**src/rtl/if_fetch_ctrl_if.sv**
```systemverilog
// rtl/if_fetch_ctrl_if.sv - byte-wide synchronous-read instruction memory bus
// Signals:
//   mem_rd     read strobe, one byte per strobed cycle
//   mem_addr   byte address, 0 whenever mem_rd is low
//   mem_rdata  read data, valid in the cycle after the strobe
// Modports: master (fetch sequencer side), slave (memory side).
interface if_fetch_ctrl_if;
    logic        mem_rd;
    logic [31:0] mem_addr;
    logic [7:0]  mem_rdata;

    modport master (
        output mem_rd,
        output mem_addr,
        input  mem_rdata
    );

    modport slave (
        input  mem_rd,
        input  mem_addr,
        output mem_rdata
    );
endinterface

```
**src/rtl/if_fetch_ctrl.sv**
```systemverilog
// rtl/if_fetch_ctrl.sv - IF-stage fetch sequencer assembling 32-bit instructions from byte reads
// Ports:
//   clk, rst          clock, synchronous active-low reset
//   pc, req_valid     fetch request for the instruction at pc
//   branch_taken      redirect; aborts any fetch and releases the IF freeze
//   hazard_freeze     downstream stall; holds a delivered instruction
//   mem               memory bus (master modport)
//   instr, instr_valid assembled big-endian instruction and its valid flag
//   freeze_if         IF-stage freeze (PC enable is ~freeze_if)
//   stall_cnt         saturating count of frozen cycles
module if_fetch_ctrl #(
    parameter int STALL_W = 16
) (
    input  logic                clk,
    input  logic                rst,
    input  logic [31:0]         pc,
    input  logic                req_valid,
    input  logic                branch_taken,
    input  logic                hazard_freeze,
    if_fetch_ctrl_if.master     mem,
    output logic [31:0]         instr,
    output logic                instr_valid,
    output logic                freeze_if,
    output logic [STALL_W-1:0]  stall_cnt
);

    typedef enum logic [1:0] {
        IDLE  = 2'd0,
        FETCH = 2'd1,
        DONE  = 2'd2
    } state_t;

    state_t      state;
    state_t      state_next;
    logic [2:0]  cnt;
    logic [31:0] pc_lat;
    logic        accept;
    logic        rd;

    always_ff @(posedge clk) begin
        if (!rst) begin
            state <= IDLE;
        end else begin
            state <= state_next;
        end
    end

    always_comb begin
        state_next  = state;
        accept      = 1'b0;
        instr_valid = 1'b0;
        freeze_if   = 1'b1;
        rd          = 1'b0;
        case (state)
            IDLE: begin
                if (req_valid && !branch_taken) begin
                    accept     = 1'b1;
                    state_next = FETCH;
                end
            end
            FETCH: begin
                rd = (cnt < 3'd4);
                if (branch_taken) begin
                    state_next = IDLE;
                end else if (cnt == 3'd4) begin
                    state_next = DONE;
                end
            end
            DONE: begin
                instr_valid = 1'b1;
                if (branch_taken || !hazard_freeze) begin
                    state_next = IDLE;
                end
            end
            default: state_next = IDLE;
        endcase
        if (branch_taken || (state == DONE && !hazard_freeze)) begin
            freeze_if = 1'b0;
        end
        // Reset overrides everything visible to the IF stage and the memory.
        if (!rst) begin
            rd        = 1'b0;
            freeze_if = 1'b1;
        end
    end

    assign mem.mem_rd   = rd;
    assign mem.mem_addr = rd ? (pc_lat + {29'd0, cnt}) : 32'd0;

    // Byte lane cnt-1 receives the data read in the previous cycle; a read
    // issued just before a branch returns while in IDLE and is dropped.
    always_ff @(posedge clk) begin
        if (!rst) begin
            cnt    <= 3'd0;
            pc_lat <= 32'd0;
            instr  <= 32'd0;
        end else if (accept) begin
            cnt    <= 3'd0;
            pc_lat <= pc;
            instr  <= 32'd0;
        end else if (state == FETCH && !branch_taken) begin
            cnt <= cnt + 3'd1;
            case (cnt)
                3'd1:    instr[31:24] <= mem.mem_rdata;
                3'd2:    instr[23:16] <= mem.mem_rdata;
                3'd3:    instr[15:8]  <= mem.mem_rdata;
                3'd4:    instr[7:0]   <= mem.mem_rdata;
                default: ;
            endcase
        end
    end

    always_ff @(posedge clk) begin
        if (!rst) begin
            stall_cnt <= '0;
        end else if (freeze_if && (stall_cnt != {STALL_W{1'b1}})) begin
            stall_cnt <= stall_cnt + 1'b1;
        end
    end

endmodule

```
**src/flat_wrapper.sv**
```systemverilog
// flat-port wrapper written by rule: the top's interface ports become plain ports
module if_fetch_ctrl_flat 
#(
    parameter int STALL_W = 16
)
  (clk, rst, pc, req_valid, branch_taken, hazard_freeze, instr, instr_valid, freeze_if, stall_cnt, mem_mem_rd, mem_mem_addr, mem_mem_rdata);
  if_fetch_ctrl_if mem_i ();
  input  logic clk;
  input  logic rst;
  input  logic [31:0] pc;
  input  logic req_valid;
  input  logic branch_taken;
  input  logic hazard_freeze;
  output logic [31:0] instr;
  output logic instr_valid;
  output logic freeze_if;
  output logic [STALL_W-1:0] stall_cnt;
  output wire logic [$bits(mem_i.mem_rd)-1:0] mem_mem_rd;
  output wire logic [$bits(mem_i.mem_addr)-1:0] mem_mem_addr;
  input wire logic [$bits(mem_i.mem_rdata)-1:0] mem_mem_rdata;
  assign mem_mem_rd = mem_i.mem_rd;
  assign mem_mem_addr = mem_i.mem_addr;
  assign mem_i.mem_rdata = mem_mem_rdata;
  if_fetch_ctrl #(.STALL_W(STALL_W)) u_core (.clk(clk), .rst(rst), .pc(pc), .req_valid(req_valid), .branch_taken(branch_taken), .hazard_freeze(hazard_freeze), .mem(mem_i), .instr(instr), .instr_valid(instr_valid), .freeze_if(freeze_if), .stall_cnt(stall_cnt));
endmodule
```
**config.mk**
```make
export PLATFORM = sky130hd
export DESIGN_NAME = if_fetch_ctrl_flat
export DESIGN_NICKNAME = d
export VERILOG_FILES = /design/src/rtl/if_fetch_ctrl_if.sv /design/src/rtl/if_fetch_ctrl.sv /design/src/flat_wrapper.sv
export SDC_FILE = /design/constraint.sdc
export NUM_CORES = 1
export LEC_CHECK = 0
export CAP_MARGIN = 20
export CORE_ASPECT_RATIO = 1.2
export CORE_UTILIZATION = 49
export CTS_BUF_LIST = sky130_fd_sc_hd__clkbuf_16
export DETAILED_ROUTE_END_ITERATION = 12
export GPL_TIMING_DRIVEN = 1
export PLACE_DENSITY = 0.91
export SYNTH_ARGS = -nofsm -noshare
export SYNTH_HDL_FRONTEND = slang
export SYNTH_SLANG_ARGS = --single-unit
```
**constraint.sdc**
```tcl
create_clock -name clk -period 6.4 [get_ports clk]
set_input_delay 0.64 -clock clk [delete_from_list [all_inputs] [get_ports clk]]
set_output_delay 0.64 -clock clk [all_outputs]
set_load 0.005 [all_outputs]
```
==> results.ini <==
[outcome]
status=finished, final reports clean

[sta]
clock_skew_ns=0.0105
finalMaxSlewViolations=0
hold_viol_final=0
relSlewSlack=0.327
timing.hold.ws_ns=0.460
finalWorstSetupSlack_ns=2.39
min_period_ns=4.01
setup_viol=0
setup_tns_ns=0
tightest_slew_ns=1.01
rsz0062_at_grt=false
max_freq_mhz=249
period_share=0.626

[grt]
antenna_found_initial=0
overflow=0
grt_usage=0.264
grt_pass1_vias=3987
grt_pass1_wl_um=18400
grt_max_degree=44

[synthesis]
synth_nets=604
synth.avg_cell_area_um2=7.60
synth.top_cell.area_share=0.408
syn-cell-area_mm2=0.00417
yosys-top-cells-area=dfxtp_1, nand2_1, a21oi_1
synthCells=549
ys_types=46
seq_area_frac_synth=0.408
synth.most_common_cell=nand2_1
synth_commonest_cells=nand2_1, dfxtp_1, a21oi_1
ys_warn_count=0
async_flop_share=0
ys_ff_latch=85
synth_flop_cell=dfxtp_1
synth_edf_count=0
yosysTopAreaCell=dfxtp_1

[placement]
hpwl_um=8230
portBuffers=127
dpl_cell_area_mm2=0.00550
gp_congestion=0.876
dpl.cell_count=763
post-place-ws_ns=2.26

[critical_path]
worst_setup_path_start_kind=register
crit_arrival_ns=3.37
endpoint_kind=primary output
required_ns=5.76
crit_fanout=11
criticalPathCategory=register to primary output

[pwr]
power_density_mw_per_mm2=201
p_leak_nw=1.99
ir_drop_uv=134
p_total_mw=1.17

[clock_tree]
cts.sink_count=85
numCtsBuffers=9
ctsHoldBuffers=0
cts_setup_buffers=0
cts_tree=built
clockBufferDepth=2
cts_htree_levels=3
path_clk_slew_ns=0.07
cts_root_buffer=clkbuf_16
clk_latency_ns=0.34
cts_resized=0

[routing]
via_per_inst=5.53
drtAntennaViolNets=0
drtIter0Drc=215
vias=4325
post_drt_wl_per_cell_um=14.9
drc=0
wl_um=11600
drtPass1Iterations=5

[layout]
nFillCells=656
final_cells=782
post_route_cells_drive_above_1_share=0.0479
final_nets=718
synthToLayoutAreaGrowth_pct=39.9
post-route-cell-area_mm2=0.00584
fin_util=0.712
antenna_cells=0

[run]
cap_violations=0

[floorplan]
start_util=0.509
dieArea_mm2=0.00889
io_pins=128
dieWidth_um=86.2
die_y_um=103
rows=36
core-area_mm2=0.00820

[hold_path]
hold_class=register to register

-- path summary, 6_finish.rpt --
kind | from | to | slack, ns | cells after the start
setup / recovery | u_core.cnt[2]$_SDFFE_PP0P_ | mem_mem_addr[23] | 2.39 | 7
hold / removal | u_core.instr[24]$_SDFFE_PP0P_ | u_core.instr[24]$_SDFFE_PP0P_ | 0.46 | 2
setup reg to reg | u_core.state[1]$_SDFFE_PN0P_ | u_core.instr[16]$_SDFFE_PP0P_ | 3.97 | 4
hold reg to reg | u_core.instr[24]$_SDFFE_PP0P_ | u_core.instr[24]$_SDFFE_PP0P_ | 0.46 | 2
-- routing by layer --
| metal | up-vias | wire (um) | part of all wire | global-route usage |
|---|---|---|---|---|
| met3 | 42 | 728 | 0.063 | 0.0376 |
| met2 | 186 | 5950 | 0.51 | 0.479 |
| met5 | - | 0 | 0 | 0 |
| met1 | 1993 | 4440 | 0.38 | 0.295 |
| li1 | 2104 | - | - | - |
| met4 | 0 | 521 | 0.045 | 0.151 |
-- state kept, by name, summed over array words and instances (netlist names) --
signal / count
u_core.state: 2
u_core.instr: 32
u_core.pc_lat: 32
u_core.cnt: 3
u_core.stall_cnt: 16
-- cell type report --
class	count	area [um2]	share of cell area
Tap cell	114	143	0.0244
Inverter	12	45.0	0.00772
Multi-Input combinational cell	423	2320	0.398
Clock buffer	9	225	0.0386
Timing Repair Buffer	132	1320	0.226
Sequential cell	85	1700	0.292
Clock inverter	7	76.3	0.0131
-- cell usage in the layout (no fill, tap or decap), drive strengths merged, types with 5 or more instances in the layout --
cell / count
and2: 5
inv: 15
a211oi: 6
dfxtp: 85
clkdlybuf4s50: 127
and4: 5
nor2: 41
xor2: 24
a21oi: 75
nor3: 6
nand2: 140
buf: 5
nand4: 17
and3: 8
nand3: 38
ha: 9
clkbuf: 9
o21ai: 7
-- cell families after synthesis --
kind of cell	synth area share
simple gates	0.317
mux	0.00960
xor+xnor	0.0567
fa+ha+maj	0.0318
flops	0.408
buf+inv	0.0369
compound gates	0.140
-- worst max-delay path, stage by stage (launching register included) --
cell and delay (ns):
dfxtp_1 0.38, ha_1 0.37, nand3_1 0.14, a21oi_1 0.79
nand3_1 0.26, or3_1 0.36, a21oi_1 0.18, clkdlybuf4s50_1 0.55
-- power by group --
| part | switching [mW] | internal [mW] | total, mW |
|---|---|---|---|
| combinational | 0.0494 | 0.0488 | 0.0981 |
| sequential | 0.0164 | 0.541 | 0.557 |
| clock | 0.238 | 0.277 | 0.515 |
(Power assumes the default switching activity.)
